`config.mk`:
```
export PLATFORM = sky130hd
export DESIGN_NAME = ball_collision_detect
export DESIGN_NICKNAME = d
export VERILOG_FILES = /design/src/rtl/ball_collision_detect.sv
export SDC_FILE = /design/constraint.sdc
export NUM_CORES = 1
export LEC_CHECK = 0
export ABC_AREA = 1
export CAP_MARGIN = 0
export CORE_MARGIN = 1
export CORE_UTILIZATION = 57
export CTS_CLUSTER_SIZE = 12
export DETAILED_ROUTE_END_ITERATION = 6
export PLACE_DENSITY = 0.89
export SLEW_MARGIN = 20
export SYNTH_ARGS = -nofsm -noshare
export SYNTH_HDL_FRONTEND = slang
export SYNTH_SLANG_ARGS = --single-unit
```
`constraint.sdc`:
```
create_clock -name clock -period 4.3 [get_ports clock]
set_input_delay 0.86 -clock clock [delete_from_list [all_inputs] [get_ports clock]]
set_output_delay 0.86 -clock clock [all_outputs]
set_load 0.1 [all_outputs]
```
`src/rtl/ball_collision_detect.sv`:
```
// Bounce, score, serve and game-over control for the Pong ball.
// Optional PADDLE_ZONE_EN macro enables the registered paddle hit-zone output.
module ball_collision_detect #(
    parameter int unsigned LEFT_PADDLE_X       = 16,
    parameter int unsigned RIGHT_PADDLE_X      = 224,
    parameter int unsigned PADDLE_HEIGHT       = 32,
    parameter int unsigned BALL_SIZE           = 4,
    parameter int unsigned MAX_TOP_POSITION    = 5,
    parameter int unsigned MIN_BOTTOM_POSITION = 235,
    parameter int unsigned LEFT_GOAL_X         = 2,
    parameter int unsigned RIGHT_GOAL_X        = 250,
    parameter int unsigned WIN_SCORE           = 7,
    parameter int unsigned SERVE_DELAY         = 16
) (
    input  logic       clock,
    input  logic       reset,
    input  logic [7:0] ballXValue,
    input  logic [8:0] ballYValue,
    input  logic       direction,
    input  logic [8:0] leftPaddleY,
    input  logic [8:0] rightPaddleY,
    input  logic       startGame,
    output logic       changeXDirection,
    output logic [1:0] changeYDirection,
    output logic       ballRecenter,
    output logic [3:0] scoreLeft,
    output logic [3:0] scoreRight,
    output logic       gameOver,
    output logic [1:0] hitZone
);
    localparam int unsigned CNT_W = $clog2(SERVE_DELAY) + 1;
    localparam logic [9:0] LPX  = 10'(LEFT_PADDLE_X);
    localparam logic [9:0] RPX  = 10'(RIGHT_PADDLE_X);
    localparam logic [9:0] PH   = 10'(PADDLE_HEIGHT);
    localparam logic [9:0] BS   = 10'(BALL_SIZE);
    localparam logic [9:0] TOP  = 10'(MAX_TOP_POSITION);
    localparam logic [9:0] BOT  = 10'(MIN_BOTTOM_POSITION);
    localparam logic [9:0] LGX  = 10'(LEFT_GOAL_X);
    localparam logic [9:0] RGX  = 10'(RIGHT_GOAL_X);
    localparam logic [3:0] WIN  = 4'(WIN_SCORE);
    localparam logic [CNT_W-1:0] CNT_LAST = CNT_W'(SERVE_DELAY - 1);

    typedef enum logic [1:0] {PLAY, HIT_LOCK, SERVE, GAME_OVER} state_t;

    state_t           state, state_n;
    logic [CNT_W-1:0] cnt, cnt_n;
    logic             ylock, ylock_n;
    logic             cx_n;
    logic [1:0]       cy_n;
    logic [3:0]       sl_n, sr_n;

    // 10-bit copies so edge sums never wrap
    logic [9:0] bx, by, lpy, rpy;
    assign bx  = {2'b00, ballXValue};
    assign by  = {1'b0, ballYValue};
    assign lpy = {1'b0, leftPaddleY};
    assign rpy = {1'b0, rightPaddleY};

    logic left_overlap, right_overlap, left_hit, right_hit;
    logic goal_left, goal_right, x_clear, y_clear;
    assign left_overlap  = (by + BS > lpy) && (by < lpy + PH);
    assign right_overlap = (by + BS > rpy) && (by < rpy + PH);
    assign right_hit     = direction && (bx + BS >= RPX) && right_overlap;
    assign left_hit      = !direction && (bx <= LPX) && left_overlap;
    assign goal_left     = direction && (bx >= RGX);
    assign goal_right    = !direction && (bx <= LGX);
    assign x_clear       = (bx > LPX) && (bx + BS < RPX);
    assign y_clear       = (by > TOP) && (by + BS < BOT);

    always_comb begin
        state_n = state;
        cnt_n   = cnt;
        ylock_n = ylock;
        cx_n    = 1'b0;
        cy_n    = 2'b00;
        sl_n    = scoreLeft;
        sr_n    = scoreRight;

        if (state == PLAY || state == HIT_LOCK) begin
            if (!ylock && by <= TOP) begin
                cy_n    = 2'b01;
                ylock_n = 1'b1;
            end else if (!ylock && by + BS >= BOT) begin
                cy_n    = 2'b10;
                ylock_n = 1'b1;
            end else if (ylock && y_clear) begin
                ylock_n = 1'b0;
            end
        end

        case (state)
            PLAY, HIT_LOCK: begin
                // A paddle hit in PLAY outranks a goal; in HIT_LOCK goals outrank the unlock
                if (state == PLAY && (right_hit || left_hit)) begin
                    cx_n    = 1'b1;
                    state_n = HIT_LOCK;
                end else if (goal_left || goal_right) begin
                    if (goal_left && scoreLeft < WIN)
                        sl_n = scoreLeft + 4'd1;
                    if (goal_right && scoreRight < WIN)
                        sr_n = scoreRight + 4'd1;
                    state_n = (sl_n == WIN || sr_n == WIN) ? GAME_OVER : SERVE;
                    cnt_n   = '0;
                end else if (state == HIT_LOCK && x_clear) begin
                    state_n = PLAY;
                end
            end
            SERVE: begin
                if (cnt == CNT_LAST) begin
                    cnt_n   = '0;
                    state_n = PLAY;
                end else begin
                    cnt_n = cnt + 1'b1;
                end
            end
            GAME_OVER: begin
                if (startGame) begin
                    sl_n    = '0;
                    sr_n    = '0;
                    cnt_n   = '0;
                    state_n = SERVE;
                end
            end
            default: state_n = PLAY;
        endcase
    end

    always_ff @(posedge clock) begin
        if (!reset) begin
            state            <= PLAY;
            cnt              <= '0;
            ylock            <= 1'b0;
            changeXDirection <= 1'b0;
            changeYDirection <= 2'b00;
            ballRecenter     <= 1'b0;
            gameOver         <= 1'b0;
            scoreLeft        <= '0;
            scoreRight       <= '0;
        end else begin
            state            <= state_n;
            cnt              <= cnt_n;
            ylock            <= ylock_n;
            changeXDirection <= cx_n;
            changeYDirection <= cy_n;
            ballRecenter     <= (state_n == SERVE);
            gameOver         <= (state_n == GAME_OVER);
            scoreLeft        <= sl_n;
            scoreRight       <= sr_n;
        end
    end

`ifdef PADDLE_ZONE_EN
    localparam logic [9:0] ZONE1 = 10'(PADDLE_HEIGHT / 3);
    localparam logic [9:0] ZONE2 = 10'(2 * PADDLE_HEIGHT / 3);
    logic [9:0] centre, pad;
    assign centre = by + 10'(BALL_SIZE / 2);
    assign pad    = right_hit ? rpy : lpy;

    // Offset compared as centre vs pad+threshold to avoid a signed subtraction
    always_ff @(posedge clock) begin
        if (!reset)
            hitZone <= 2'b00;
        else if (state == PLAY && (right_hit || left_hit))
            hitZone <= (centre < pad + ZONE1)  ? 2'b01 :
                       (centre >= pad + ZONE2) ? 2'b11 : 2'b10;
    end
`else
    assign hitZone = 2'b00;
`endif

endmodule

```
==> flow_summary.ini, run 1 <==
[status]
status = finished, violations left
violations = design-rule violations

[sta]
tns_ps = 0
setup_viol = 0
relSlewSlack_pct = 34.7
clock_skew_ps = 2.79
finalHoldViolations = 0
slew_viol_final = 0
rsz0062_at_grt = false
tightest_slew_ps = 977
timing.final.crit_share_pct = 84.6
fmax_ghz = 0.275
period_minus_slack_ps = 3640

[critical_path]
end_kind = flip-flop
crit_top_cell = nor2_1
crit_fanout = 14
cp.arrival_ps = 3800
startpoint = ballYValue[3]
crit_chain = clkdlybuf4s50_1 -> ha_1 -> nand2_1 -> nor2_1 -> nand2_1 -> xor2_1 -> inv_1 -> ha_1 -> inv_1 -> nor2_1 -> nand3b_1 -> nor2_1 -> nor2_1 -> nand3_1 -> nand2_2 -> nand2_4 -> nand3_2 -> o21bai_1 -> inv_1
worstPathRequired_ps = 4460
r2r_slack_ps = 2450
worstReg2RegStart = scoreLeft[0]
cp-start-kind = input port
slowest_stage = clkdlybuf4s50_1
path_class = in2reg
worst_path_largest_cell_delay_ps = 650

[final_layout]
fin_cells = 542
areaGrowthSynthToFinish_pct = 22.2
final_util_pct = 73.2
diodes = 0
nets = 570
drive_above_1_share_pct = 6.73

[routing]
vias_per_cell = 5.10
drt-total-wl_mm = 6.22
drt_first_pass_iters = 7
ant_nets = 0
drt_iter0_drc = 224
drc = 29
wire_per_inst_um = 11.5
vias = 2765

[clocking]
cts.path.max_buffers = 2
cts_tree = done
path_clk_slew_ps = 80
clock_sinks = 21
clk_latency_ps = 260
cts_setup_buffers = 0
root_buffer = clkbuf_8
h-tree-depth = 1
cts_buffers = 3
post_cts_resized = 0
ctsHoldBuffers = 0

[place]
hpwlAfterDp_mm = 5.07
numPortBuffers = 51
place_congestion = 0.882
dp.cells = 538

[synthesis]
seq_area_frac_synth_pct = 15.9
synthCells = 439
synth.distinct_cells = 32
synthMuxAreaShare_pct = 0
synth_xor_area_share_pct = 2.65
synth_flop_cell = dfxtp_1
yosys_warnings = 0
synth_seq_cells = 21
synth_top_area_share_pct = 18.9
synth_area_leaders = ha_1, nand2_1, dfxtp_1, inv_1, nor2_1
synth_compound_area_share_pct = 6.16
syn_area_mm2 = 0.00264
synth_edf_count = 0
async_flop_share_pct = 0
yosysTopAreaCell = ha_1
avgSynthCellArea_um2 = 6.02
synthAdderAreaFrac_pct = 18.9
synth_top_family_by_area = simple AND/OR/NAND/NOR gates
synthSimpleGateAreaFrac_pct = 41.0

[global_route]
grt_pass1_wl_mm = 10.9
grtUsageTotal_pct = 26.7
grt_overflow = 0
grt_max_degree = 15
antenna_found_initial = 0
grt_pass1_vias = 2564

[floorplanning]
row_count = 24
start_util_pct = 59.9
die_w_um = 70.1
die_h_um = 70.1
design.die.area_mm2 = 0.00491
core_area_mm2 = 0.00441
io_pins = 54

[power]
power.density_mw_per_mm2 = 179
ir_drop_uv = 133
leakagePower_nw = 1.73
design_power_total_mw = 0.577

[hold_path]
hold_class = reg2reg
min_from = ylock

[run]
max_cap_violations = 0
## cell usage after synthesis, types with 4 or more instances
| cell type | number |
|---|---|
| nand3b_1 | 4 |
| inv_1 | 90 |
| nor2_1 | 40 |
| xor2_1 | 5 |
| nand3_1 | 23 |
| nand2_2 | 6 |
| dfxtp_1 | 21 |
| ha_1 | 40 |
| o21ai_0 | 6 |
| nand4_1 | 17 |
| nand2_1 | 125 |
| a21oi_1 | 16 |
| nor2_2 | 12 |
## through the flow
step / area [um2] / setup slack (ps) / hold WS, ps
floorplan: 2650 / 1520 / 419
global placement: 3180 / 619 / 438
detailed placement: 3180 / 423 / 443
CTS: 3230 / 670 / 458
global route: 3230 / 329 / 471
finish: 3230 / 664 / 453
## report_power, final
part	internal [mW]	total [mW]	switching (mW)
clock network	0.0654	0.132	0.0669
logic	0.0960	0.241	0.145
registers	0.200	0.204	0.00457
total	0.361	0.577	0.216
## worst paths after layout
path / end / cells past startpoint
setup / recovery: cnt[4] / 19
hold / removal: changeYDirection[1] / 1
setup reg to reg: ballRecenter / 12
hold reg to reg: changeYDirection[1] / 1
## cell families after synthesis
family	after synthesis
and+or+nand+nor	239
buffers and inverters	101
adders and majority gates	40
AOI/OAI and AO/OA	29
DFF	21
xor gates and xnor gates	8
other	1
## state kept, by name (all words and copies together) (netlist names)
register and count:
scoreRight 4, changeYDirection 2, scoreLeft 4, ylock 1, cnt 5, changeXDirection 1
ballRecenter 1, gameOver 1, state 2
## final cells by class
cell class                 count  area, um2
clock buffer                   3       41.3
clock inverter                 1       7.51
fill                         367       1180
inverter                      96        360
multi-input combinational    318       1820
sequential                    21        420
tap                           52       65.1
timing repair buffer          51        510
## metal layers
layer / vias to the layer above / part of all wire, % / track usage, % / wire length, um
li1: 1467 / - / - / -
met1: 1196 / 48 / 35.0 / 3010
met2: 96 / 46 / 47.1 / 2870
met3: 6 / 4.8 / 3.61 / 300
met4: 0 / 0.79 / 4.00 / 49
met5: - / 0 / 0 / 0
## cell usage in the layout (no fill, tap or decap)
cell	n
dfxtp_1	21
o21ai_1	2
nand3_4	1
nor2_2	12
o311ai_0	2
nor2_1	40
a21oi_2	1
nor2_4	1
conb_1	2
nand3_2	2
o21ai_0	6
nand3b_1	4
ha_1	40
a21o_2	1
clkdlybuf4s50_1	51
clkinvlp_4	1
o21bai_1	1
xor2_1	5
nor4_1	3
clkbuf_8	3
nor3_1	3
nand2_1	125
inv_2	3
xnor2_1	3
nand3_1	23
a21oi_1	16
nand4_1	17
clkinv_1	3
inv_1	90
or2_2	1
nand2_2	6
nand2_4	1
## worst max-delay path: cells and delay by family
kind,cells,cell delay [ps]
XOR/XNOR,1,130
buffers and inverters,4,830
AND/OR/NAND/NOR,11,1260
adder cells (fa/ha/maj),2,540
AO/OA/AOI/OAI,1,170
Power figures use the tool's default switching activity.
==> inputs of run 2 (changes only) <==
--- a/config.mk
+++ b/config.mk
@@ -8,10 +8,10 @@
 export ABC_AREA = 1
 export CAP_MARGIN = 0
 export CORE_MARGIN = 1
-export CORE_UTILIZATION = 57
+export CORE_UTILIZATION = 53
 export CTS_CLUSTER_SIZE = 12
 export DETAILED_ROUTE_END_ITERATION = 6
-export PLACE_DENSITY = 0.89
+export PLACE_DENSITY = 0.84
 export SLEW_MARGIN = 20
 export SYNTH_ARGS = -nofsm -noshare
 export SYNTH_HDL_FRONTEND = slang
==> constraint.sdc (replaced) <==
create_clock -name clock -period 3.4 [get_ports clock]
set_input_delay 0.68 -clock clock [delete_from_list [all_inputs] [get_ports clock]]
set_output_delay 0.68 -clock clock [all_outputs]
set_load 0.1 [all_outputs]
==> run 2 against run 1 <==
The run now ends clean. Register-to-register slack lost 910 ps. Critical path depth is the same. Power increased by 28%. Combinational power is 31% higher. Non-clock buffer count up 7. Cell area up 2.3%.
==> flow_summary.ini, run 2 (same netlist as run 1, synthesis figures left out) <==
[final_layout]
register_area_um2 = 420
drive_above_1_share_pct = 9.46
fill_cells = 446
diodes = 0
multi_input_area_mm2 = 0.00184
design_area_mm2 = 0.00330
reg.largest.list = cnt x5, scoreLeft x4, scoreRight x4
largest_reg_flops = 5
areaGrowthSynthToFinish_pct = 25.0
layout_common_cells = nand2_1, inv_1, clkdlybuf4s50_1
nets = 577
regMostFlops = cnt
final_util_pct = 69.5
layout_commonest_cell = nand2_1

[critical_path]
r2r_slack_ps = 1540
end_kind = flip-flop
path_class = in2reg
crit_top_cell = nor2_1
worstPathRequired_ps = 3560
crit_chain = clkdlybuf4s50_1 -> ha_1 -> nand2_1 -> nor2_1 -> nand2_1 -> xor2_1 -> inv_1 -> ha_1 -> inv_1 -> nor2_1 -> nand3b_1 -> nor2_1 -> nor2_1 -> nand3_1 -> nand2_2 -> nand2_8 -> nand3_4 -> o21bai_1 -> inv_1
cp.arrival_ps = 3280
cp-start-kind = input port
crit_fanout = 14
rr_worst_depth = 12
slowest_stage = clkdlybuf4s50_1
worst_path_largest_cell_delay_ps = 480
r2r_end = state[0]
worstReg2RegStart = scoreRight[0]

[place]
hpwlAfterDp_mm = 5.32
numPortBuffers = 51
dpl_cell_area_mm2 = 0.00324
place_congestion = 0.908

[sta]
clock_skew_ps = 2.26
slew_viol_final = 0
period_minus_slack_ps = 3120
fmax_ghz = 0.320
tightest_slew_ps = 969
holdWs_ps = 456
finalHoldViolations = 0
rsz0062_at_grt = false
tns_ps = 0
relSlewSlack_pct = 35.2
timing.final.crit_share_pct = 91.8
setup_viol = 0

[routing]
wire_per_inst_um = 11.5
drt_iter0_drc = 197
drt-total-wl_mm = 6.50
vias = 2829
drc = 0
drt_first_pass_iters = 5
ant_nets = 0
vias_per_cell = 5.02

[floorplanning]
io_pins = 54
design.die.area_mm2 = 0.00527
start_util_pct = 55.6
die_w_um = 72.6
row_count = 25
die_h_um = 72.6
core_area_mm2 = 0.00475

[clocking]
ctsHoldBuffers = 0
cts_buffers = 3
cts_setup_buffers = 0
root_buffer = clkbuf_8
h-tree-depth = 1
clk_latency_ps = 260
path_clk_slew_ps = 80
cts_tree = done
clock_sinks = 21
cts.path.max_buffers = 2

[global_route]
use_met2_pct = 42.8
grt_overflow = 0
grtUsageMet3_pct = 3.73
grt_pass1_wl_mm = 10.6
grtUsageTotal_pct = 25.1
grt_max_degree = 15
antenna_found_initial = 0
grt_pass1_vias = 2518
grt.busiest_layer = met2
use_met1_pct = 33.3

[power]
design_power_total_mw = 0.742
leakagePower_nw = 1.77
ir_drop_uv = 132
power.density_mw_per_mm2 = 224

[hold_path]
whs_path_depth = 1
min_from = ylock
hold_class = reg2reg
holdPathEnd = changeYDirection[1]

[status]
status = finished, final reports clean

[run]
max_cap_violations = 0
[run 2: layout make-up]
cell class	instances	share of cell area [%]
Inverter	96	10.9
Multi-Input combinational cell	318	55.8
Clock inverter	1	0.227
Tap cell	67	2.54
Clock buffer	3	1.25
Sequential cell	21	12.7
Timing Repair Buffer	58	16.6
[run 2: critical path, delay by kind of cell]
kind	cells	cell delay, ps
simple gates	11	1130
buf+inv	4	670
fa+ha+maj	2	460
compound gates	1	190
xor+xnor	1	120
[run 2: how the worst max path moves through the flow]
| stage | slack (ps) | start | end |
|---|---|---|---|
| 3_5_place_dp | -70 | ballYValue[3] | cnt[4] |
| 2_1_floorplan | 800 | ballYValue[2] | scoreRight[2] |
| 6_report | 280 | ballYValue[3] | cnt[4] |
| 3_3_place_gp | 80 | ballYValue[2] | cnt[4] |
| 5_1_grt | 20 | ballYValue[2] | scoreLeft[0] |
| 4_1_cts | 210 | ballYValue[3] | cnt[4] |
[run 2: metrics by stage]
stage	worst slack (ps)	instances
floorplan	799	440
global placement	80.9	560
detailed placement	-68.9	560
CTS	215	564
global route	21.8	564
finish	278	564
[run 2: per-layer routing]
layer / vias up / wire length (um)
met5: - / 0
met4: 0 / 112
met3: 14 / 264
met2: 85 / 3070
met1: 1245 / 3050
li1: 1485 / -
[run 2: timing repair]
item                                    in CTS  in global routing
resized for setup                            0                  3
endpoints found under the setup margin       0                  4
hold endpoints to repair                     0                  0
[run 2: where the power goes]
group / switching [mW] / internal, mW / total (mW) / leakage (nW)
combinational: 0.188 / 0.127 / 0.315 / 1.58
clock: 0.0856 / 0.0828 / 0.168 / 0.0217
sequential: 0.00592 / 0.253 / 0.258 / 0.170
